$ cat src/rtl/conversor_bin_bcd_secuencial.sv
// rtl/conversor_bin_bcd_secuencial.sv - iterative shift-and-add-3 binary to BCD converter
// One input bit per cycle; signed inputs are converted as magnitude plus sign flag.
module conversor_bin_bcd_secuencial #(
  parameter int TAM_REG_BIN = 16,
  parameter int NUM_DIGITOS = 5
) (
  input  logic                       clk,
  input  logic                       reset,
  input  logic                       inicio,
  input  logic                       modo_signo,
  input  logic [TAM_REG_BIN-1:0]     dato_bin,
  output logic                       ocupado,
  output logic                       listo,
  output logic [4*NUM_DIGITOS-1:0]   reg_BCD,
  output logic                       negativo,
  output logic                       desborde
);

  localparam int W_BCD = 4 * NUM_DIGITOS;
  localparam int W_CNT = $clog2(TAM_REG_BIN + 1);

  typedef enum logic [1:0] {REPOSO, CONVIRTIENDO, FIN} estado_t;

  estado_t                estado, estado_sig;
  logic [TAM_REG_BIN-1:0] reg_desp;
  logic [TAM_REG_BIN-1:0] magnitud;
  logic [W_BCD-1:0]       acum;
  logic [W_BCD-1:0]       acum_aj;
  logic [W_CNT-1:0]       contador;
  logic                   signo_pend;
  logic                   desborde_acum;
  logic                   es_negativo;

  // The most negative value negates to 2^(N-1), which still fits as N-bit unsigned.
  always_comb begin
    es_negativo = modo_signo & dato_bin[TAM_REG_BIN-1];
    magnitud    = es_negativo ? (~dato_bin + TAM_REG_BIN'(1)) : dato_bin;
  end

  always_comb begin
    acum_aj = acum;
    for (int d = 0; d < NUM_DIGITOS; d++) begin
      if (acum[4*d +: 4] > 4'd4)
        acum_aj[4*d +: 4] = acum[4*d +: 4] + 4'd3;
    end
  end

  always_ff @(posedge clk or posedge reset) begin
    if (reset)
      estado <= REPOSO;
    else
      estado <= estado_sig;
  end

  always_comb begin
    estado_sig = estado;
    case (estado)
      REPOSO:       if (inicio) estado_sig = CONVIRTIENDO;
      CONVIRTIENDO: if (contador == W_CNT'(1)) estado_sig = FIN;
      FIN:          estado_sig = REPOSO;
      default:      estado_sig = REPOSO;
    endcase
  end

  always_comb begin
    ocupado = (estado != REPOSO);
  end

  always_ff @(posedge clk or posedge reset) begin
    if (reset) begin
      reg_desp      <= '0;
      acum          <= '0;
      contador      <= '0;
      signo_pend    <= 1'b0;
      desborde_acum <= 1'b0;
      reg_BCD       <= '0;
      negativo      <= 1'b0;
      desborde      <= 1'b0;
      listo         <= 1'b0;
    end else begin
      listo <= 1'b0;
      case (estado)
        REPOSO: begin
          if (inicio) begin
            reg_desp      <= magnitud;
            signo_pend    <= es_negativo;
            acum          <= '0;
            desborde_acum <= 1'b0;
            contador      <= W_CNT'(TAM_REG_BIN);
          end
        end
        CONVIRTIENDO: begin
          acum     <= {acum_aj[W_BCD-2:0], reg_desp[TAM_REG_BIN-1]};
          reg_desp <= reg_desp << 1;
          contador <= contador - W_CNT'(1);
          // A set top bit after adjustment means the value has outgrown D digits.
          if (acum_aj[W_BCD-1])
            desborde_acum <= 1'b1;
        end
        FIN: begin
          reg_BCD  <= acum;
          negativo <= signo_pend;
          desborde <= desborde_acum;
          listo    <= 1'b1;
        end
        default: ;
      endcase
    end
  end

endmodule

$ cat config.mk
export PLATFORM = sky130hd
export DESIGN_NAME = conversor_bin_bcd_secuencial
export DESIGN_NICKNAME = d
export VERILOG_FILES = /design/src/rtl/conversor_bin_bcd_secuencial.sv
export SDC_FILE = /design/constraint.sdc
export NUM_CORES = 1
export LEC_CHECK = 0
export CORE_MARGIN = 3
export CORE_UTILIZATION = 49
export CTS_BUF_LIST = sky130_fd_sc_hd__clkbuf_8 sky130_fd_sc_hd__clkbuf_16
export CTS_CLUSTER_DIAMETER = 60
export CTS_CLUSTER_SIZE = 25
export DETAILED_ROUTE_END_ITERATION = 6
export PLACE_DENSITY = 0.83
export SKIP_CTS_REPAIR_TIMING = 1
export SLEW_MARGIN = 20
export SYNTH_ARGS = -nofsm -noshare
export SYNTH_HDL_FRONTEND = slang
export SYNTH_SLANG_ARGS = --single-unit
$ cat constraint.sdc
create_clock -name clk -period 4.19 [get_ports clk]
set_input_delay 0.419 -clock clk [delete_from_list [all_inputs] [get_ports clk]]
set_output_delay 0.419 -clock clk [all_outputs]
set_load 0.05 [all_outputs]
==> impl_metrics.toml <==
[synth]
synthArstFlopShare_pct = 100
synth_edf_count = 0
ys_seq_area_share_pct = 50.2
syn-cell-area_um2 = 3390
synth_nets = 363
ys_ff_latch = 68
synth.avg_cell_area_um2 = 10.1
synth_warnings = 0
syn_inst = 335
ys_types = 43
yosys_most_used_dff = "dfrtp_1"

[place]
gp_congestion = 0.800
io_buffers = 43
hpwl_um = 4480

[run_status]
status = "finished, final reports clean"

[detailed_routing]
drt_iter0_markers = 145
ant_nets = 0
first_pass_iters = 4
wl_per_cell_um = 14.1
drc = 0
viasPerCell = 5.71
routed_wl_um = 6460
vias = 2614

[die]
die_w_um = 89.2
initial_core_util_pct = 51.9
die-area_um2 = 7950
placementRows = 29
io_pins = 44
core_um2 = 6530
die_height_um = 89.2

[global_routing]
grtUsageMet3_pct = 4.15
grt.busiest_layer = "met2"
grt_use_met1_pct = 21.5
antenna_found_initial = 0
grt.total_usage_pct = 17.8
grt_max_degree = 45
gr-total-overflow = 0
gr-usage-met2_pct = 31.1
grt_pass1_wl_um = 11100
grt_pass1_vias = 2528

[setup_path]
critPathCaptureType = "flip-flop"
start_kind = "primary input"
slowest_delay_ps = 780
cpMaxStageDelayCell = "or3b_2"
path_class = "in -> reg"
worstPathMaxFanout = 38
worst_ep_required_time_ps = 4470
crit_chain = "clkdlybuf4s50_1 -> or3b_2 -> or4_1 -> o211a_1 -> nand2_1"
crit_arrival_ps = 2510

[timing]
fmax_mhz = 447
period_share_pct = 53.4
max-slew-margin-rel_pct = 38.9
totalNegativeSetupSlack_ps = 0
hold_ws_ps = 484
worst_pin_slew_ps = 916
hold_violations = 0
finalClockSkew_ps = 4.34
drv_slew = 0
rsz0062_at_grt = "false"
setup_violations = 0
fin_crit_ps = 2240

[clock_tree]
cts_sinks = 68
clock_latency_ps = 340
h-tree-depth = 3
cts_tree = "built"
numCtsBuffers = 9
clockBufferDepth = 2
cts-root-buf = "clkbuf_8"
clk_pin_slew_ps = 70

[finish]
nNetsFinal = 404
layout_common_cells = "dfrtp_1 (68), o21ai_0 (48), clkdlybuf4s50_1 (43), inv_1 (24), nand3_1 (24)"
area_growth_pct = 19.3
final_core_util_pct = 61.9
drive_above_1_share_pct = 11.5
fillers = 568
antenna_cells = 0
mostFrequentLayoutCell = "dfrtp_1"

[power]
ir_worst_vdd_mv = 0.264
power.density_nw_per_um2 = 756
power.leakage_nw = 1.76
design_power_total_mw = 3.06

[flow_run]
drv_cap = 0

[min_path]
holdCritPathClass = "reg -> reg"
-- worst paths after layout --
kind	from	to	slack [ps]	cells past startpoint
worst min register to register	reg_BCD[1]	reg_BCD[1]	480	2
worst min-delay path	reg_BCD[1]	reg_BCD[1]	480	2
max in group asynchronous	reset	reg_BCD[5]	2770	3
worst max-delay path	inicio	reg_desp[13]	1950	5
min in group asynchronous	reset	reg_BCD[18]	580	2
worst max register to register	estado[1]	reg_desp[13]	2090	4
-- cell type report --
cell class	instances	area (um2)	area share (%)
inverter	21	78.8	1.95
clock inverter	6	25.0	0.619
tap	77	96.3	2.38
clock buffer	10	138	3.40
sequential	68	1700	42.1
timing repair buffer	48	468	11.6
multi-input combinational	228	1540	38.0
-- Yosys cell counts, types with 2 or more instances --
library cell   n  share of area [%]
o31ai_1        6                1.3
nand2_1       18                2.0
nor3_1        14                2.1
a21oi_1       12                1.8
nand3_1       24                3.5
or4_1          3               0.66
xnor2_1       12                3.1
mux2i_1        5                1.5
nor2_1         9                1.0
inv_1         21                2.3
a22oi_1       15                3.3
a31oi_1        3               0.55
ha_1           8                3.0
buf_2          2               0.30
o21bai_1       2               0.44
xor2_1         2               0.52
mux2_2        17                5.6
o21ai_0       48                7.1
a32o_1         5                1.5
dfrtp_1       68                 50
and2_1         3               0.55
or2_2          2               0.37
clkbuf_1      14                1.6
nand2b_1       2               0.37
nor4_2         2               0.74
-- critical path, delay by kind of cell --
kind,cells,cell delay (ps)
and+or+nand+nor,3,1430
AOI/OAI and AO/OA,1,140
buffers and inverters,1,520
-- logic make-up (layout without fill, tap and decap cells) --
family / after synthesis / after routing / synth area share [%]
AOI/OAI and AO/OA: 95 / 95 / 17.2
and+or+nand+nor: 89 / 89 / 14.2
DFF: 68 / 68 / 50.2
buffers and inverters: 39 / 85 / 4.61
muxes: 22 / 22 / 7.12
xor gates and xnor gates: 14 / 14 / 3.62
adders and majority gates: 8 / 8 / 2.95
-- through the flow --
step	instance area, um2	std cells	worst slack [ps]
global route	4040	458	1870
CTS	4040	458	1830
finish	4040	458	1950
global placement	3880	442	1510
floorplan	3390	335	2060
detailed placement	3880	442	1480
-- where the power goes --
part	total (mW)	switching [mW]	internal (mW)	leakage (nW)
registers	1.14	0.198	0.944	0.880
clock network	0.445	0.225	0.220	0.101
logic	1.47	0.898	0.570	0.776
-- flip-flops by register name, indices dropped and copies added (netlist names), 2 cells and up --
signal	cells
acum	20
estado	2
reg_desp	16
contador	5
reg_BCD	20
-- layer usage --
metal	wire, um	vias to the layer above
li1	-	1293
met1	2860	1242
met2	3170	69
met3	317	10
met4	108	0
met5	0	-
No activity file was read; power rests on OpenSTA's default activity.
==> variant: new RTL, config.mk and constraints unchanged <==
`TAM_REG_BIN`: 16 -> 32.
--- a/src/rtl/conversor_bin_bcd_secuencial.sv
+++ b/src/rtl/conversor_bin_bcd_secuencial.sv
@@ -1,7 +1,7 @@
 // rtl/conversor_bin_bcd_secuencial.sv - iterative shift-and-add-3 binary to BCD converter
 // One input bit per cycle; signed inputs are converted as magnitude plus sign flag.
 module conversor_bin_bcd_secuencial #(
-  parameter int TAM_REG_BIN = 16,
+  parameter int TAM_REG_BIN = 32,
   parameter int NUM_DIGITOS = 5
 ) (
   input  logic                       clk,
Ports: changed (resized dato_bin); port bits go from 44 to 60. The function was not compared with the original's and may differ.
==> variant against the original RTL <==
- routed wire length increased by 62%
- sequential cell count grew 17
- final area is 36% higher
- total power rose by 13%
- largest power group unchanged
- largest cell class is now multi-input gates
- area after synthesis is 37% higher
- critical endpoint is now reg_desp[18]$_DFFE_PP0P_
- setup slack got worse by 0.057 ns
- global-route usage grew 2.9 points
==> variant: results (changes against the original RTL) <==
{| class="wikitable"
! Metric !! Value
|-
| Result of the run || finished, final reports clean (unchanged)
|-
| Buffers on Ports || 59 (was 43)
|-
| Adder and majority cell fraction of the synthesized area || 2.16% (was 2.95%)
|-
| Sequential area share after synthesis || 46.0% (was 50.2%)
|-
| Synth Area in XOR/XNOR || 3.41% (was 3.62%)
|-
| Post-layout nets || 552 (was 404)
|-
| Biggest fanout along the worst timing path || 13 (was 38)
|-
| Placed Cells || 605 (was 442)
|-
| Largest registers in the final layout || reg_desp x32, acum x20, reg_BCD x20 (was acum x20, reg_BCD x20, reg_desp x16)
|-
| Beginning of the worst register-to-register path || estado[0]$_DFFE_PP0P_ (was estado[1]$_DFFE_PP0P_)
|-
| Average detailed-routed wire length per instance || 16.9 µm (was 14.1 µm)
|-
| Last element of the critical path || reg_desp[18]$_DFFE_PP0P_ (was reg_desp[13]$_DFFE_PP0P_)
|-
| Total iterations of the first detailed-routing run || 5 (was 4)
|-
| Global-route usage over all layers || 20.7% (was 17.8%)
|-
| Crit path launch || dato_bin[0] (was inicio)
|-
| Largest clock skew in the final design || 0.0112 ns (was 0.00434 ns)
|-
| Number of global-route vias before repair || 3702 (was 2528)
|-
| Unique cell type count in the Yosys netlist || 56 (was 43)
|-
| Critical R2R Capture || reg_desp[31]$_DFFE_PP0P_ (was reg_desp[13]$_DFFE_PP0P_)
|-
| Initial drt markers || 217 (was 145)
|-
| Gate Count Post-Synth || 456 (was 335)
|-
| Final Instance Count excl. Fillers || 621 (was 458)
|-
| Largest net degree at the start of global routing || 61 (was 45)
|-
| Hold-critical path depth || 1 (was 2)
|-
| Top area cells in the synthesized netlist || dfrtp_1 (46%), mux2_2 (5.4%), o21ai_0 (4.4%) (was dfrtp_1 (50%), o21ai_0 (7.1%), mux2_2 (5.6%))
|-
| Post-synthesis mux area share || 7.52% (was 7.12%)
|-
| Placement Cell Area || 5290 µm² (was 3880 µm²)
|-
| IR drop worst, VDD || 0.000243 V (was 0.000264 V)
|-
| Compound-Gate Fraction of Synth Area || 20.3% (was 17.2%)
|-
| Leakage power figure || 2.29 nW (was 1.76 nW)
|-
| Filler instances || 719 (was 568)
|-
| Leading post-synthesis cells by instance count || dfrtp_1 (85), o21ai_0 (41), nor2_1 (31) (was dfrtp_1 (68), o21ai_0 (48), nand3_1 (24))
|-
| Max-slew headroom at the worst pin || 33.5% (was 38.9%)
|-
| Syn nets || 500 (was 363)
|-
| HPWL reported at the end of detailed placement || 7.29 mm (was 4.48 mm)
|-
| Flop-to-flop setup slack || 1.91 ns (was 2.09 ns)
|-
| Logic depth of the worst register-to-register path || 5 (was 4)
|-
| Number of synthesis warnings || 0 (unchanged)
|}
variant: stage by stage:
step                util [%]  hold WS, ns  worst slack [ns]
floorplan                  -        0.444              1.58
global placement        59.3        0.459              1.69
detailed placement      59.3        0.474              1.57
CTS                     61.3        0.491              1.93
global route            61.4        0.523              1.74
finish                  61.4        0.491              1.90
variant: cells by family after synthesis:
| group | after synthesis |
|---|---|
| simple gates | 123 |
| flops | 85 |
| buf+inv | 46 |
| mux | 32 |
| compound gates | 144 |
| xor+xnor | 18 |
| fa+ha+maj | 8 |
variant: power breakdown:
part / leakage (nW) / total [mW] / switching, mW / internal (mW)
sequential: 1.09 / 1.41 / 0.258 / 1.15
combinational: 1.11 / 1.48 / 0.877 / 0.607
clock: 0.0921 / 0.557 / 0.332 / 0.225
variant: critical path, stage by stage:
cell,delay [ns]
clkdlybuf4s50_1,0.49
inv_1,0.12
ha_1,0.16
nor3b_1,0.41
and4_4,0.45
a311oi_1,0.12
a41oi_1,0.21
o211ai_1,0.11
variant: worst min-delay path by stage:
| stage | from | end | slack [ns] |
|---|---|---|---|
| 4_1_cts | contador[5]$_DFFE_PP0P_ | contador[5]$_DFFE_PP0P_ | 0.49 |
| 3_3_place_gp | contador[5]$_DFFE_PP0P_ | contador[5]$_DFFE_PP0P_ | 0.46 |
| 5_1_grt | contador[5]$_DFFE_PP0P_ | contador[5]$_DFFE_PP0P_ | 0.52 |
| 2_1_floorplan | desborde_acum$_DFFE_PP0P_ | desborde_acum$_DFFE_PP0P_ | 0.44 |
| 3_5_place_dp | reg_desp[20]$_DFFE_PP0P_ | reg_desp[21]$_DFFE_PP0P_ | 0.47 |
| 6_report | contador[5]$_DFFE_PP0P_ | contador[5]$_DFFE_PP0P_ | 0.49 |
variant: final cells by class:
class,count,share of cell area (%)
tap,108,2.46
clock buffer,9,2.26
multi-input combinational,325,42.3
sequential,85,38.8
inverter,22,1.55
clock inverter,7,1.07
timing repair buffer,65,11.6
variant: per-layer routing:
metal,wire (µm),track usage (%),vias up
met3,552,3.02,15
li1,-,-,1802
met4,134,6.67,0
met2,5170,34.1,132
met1,4610,28.2,1862
met5,0,0,-
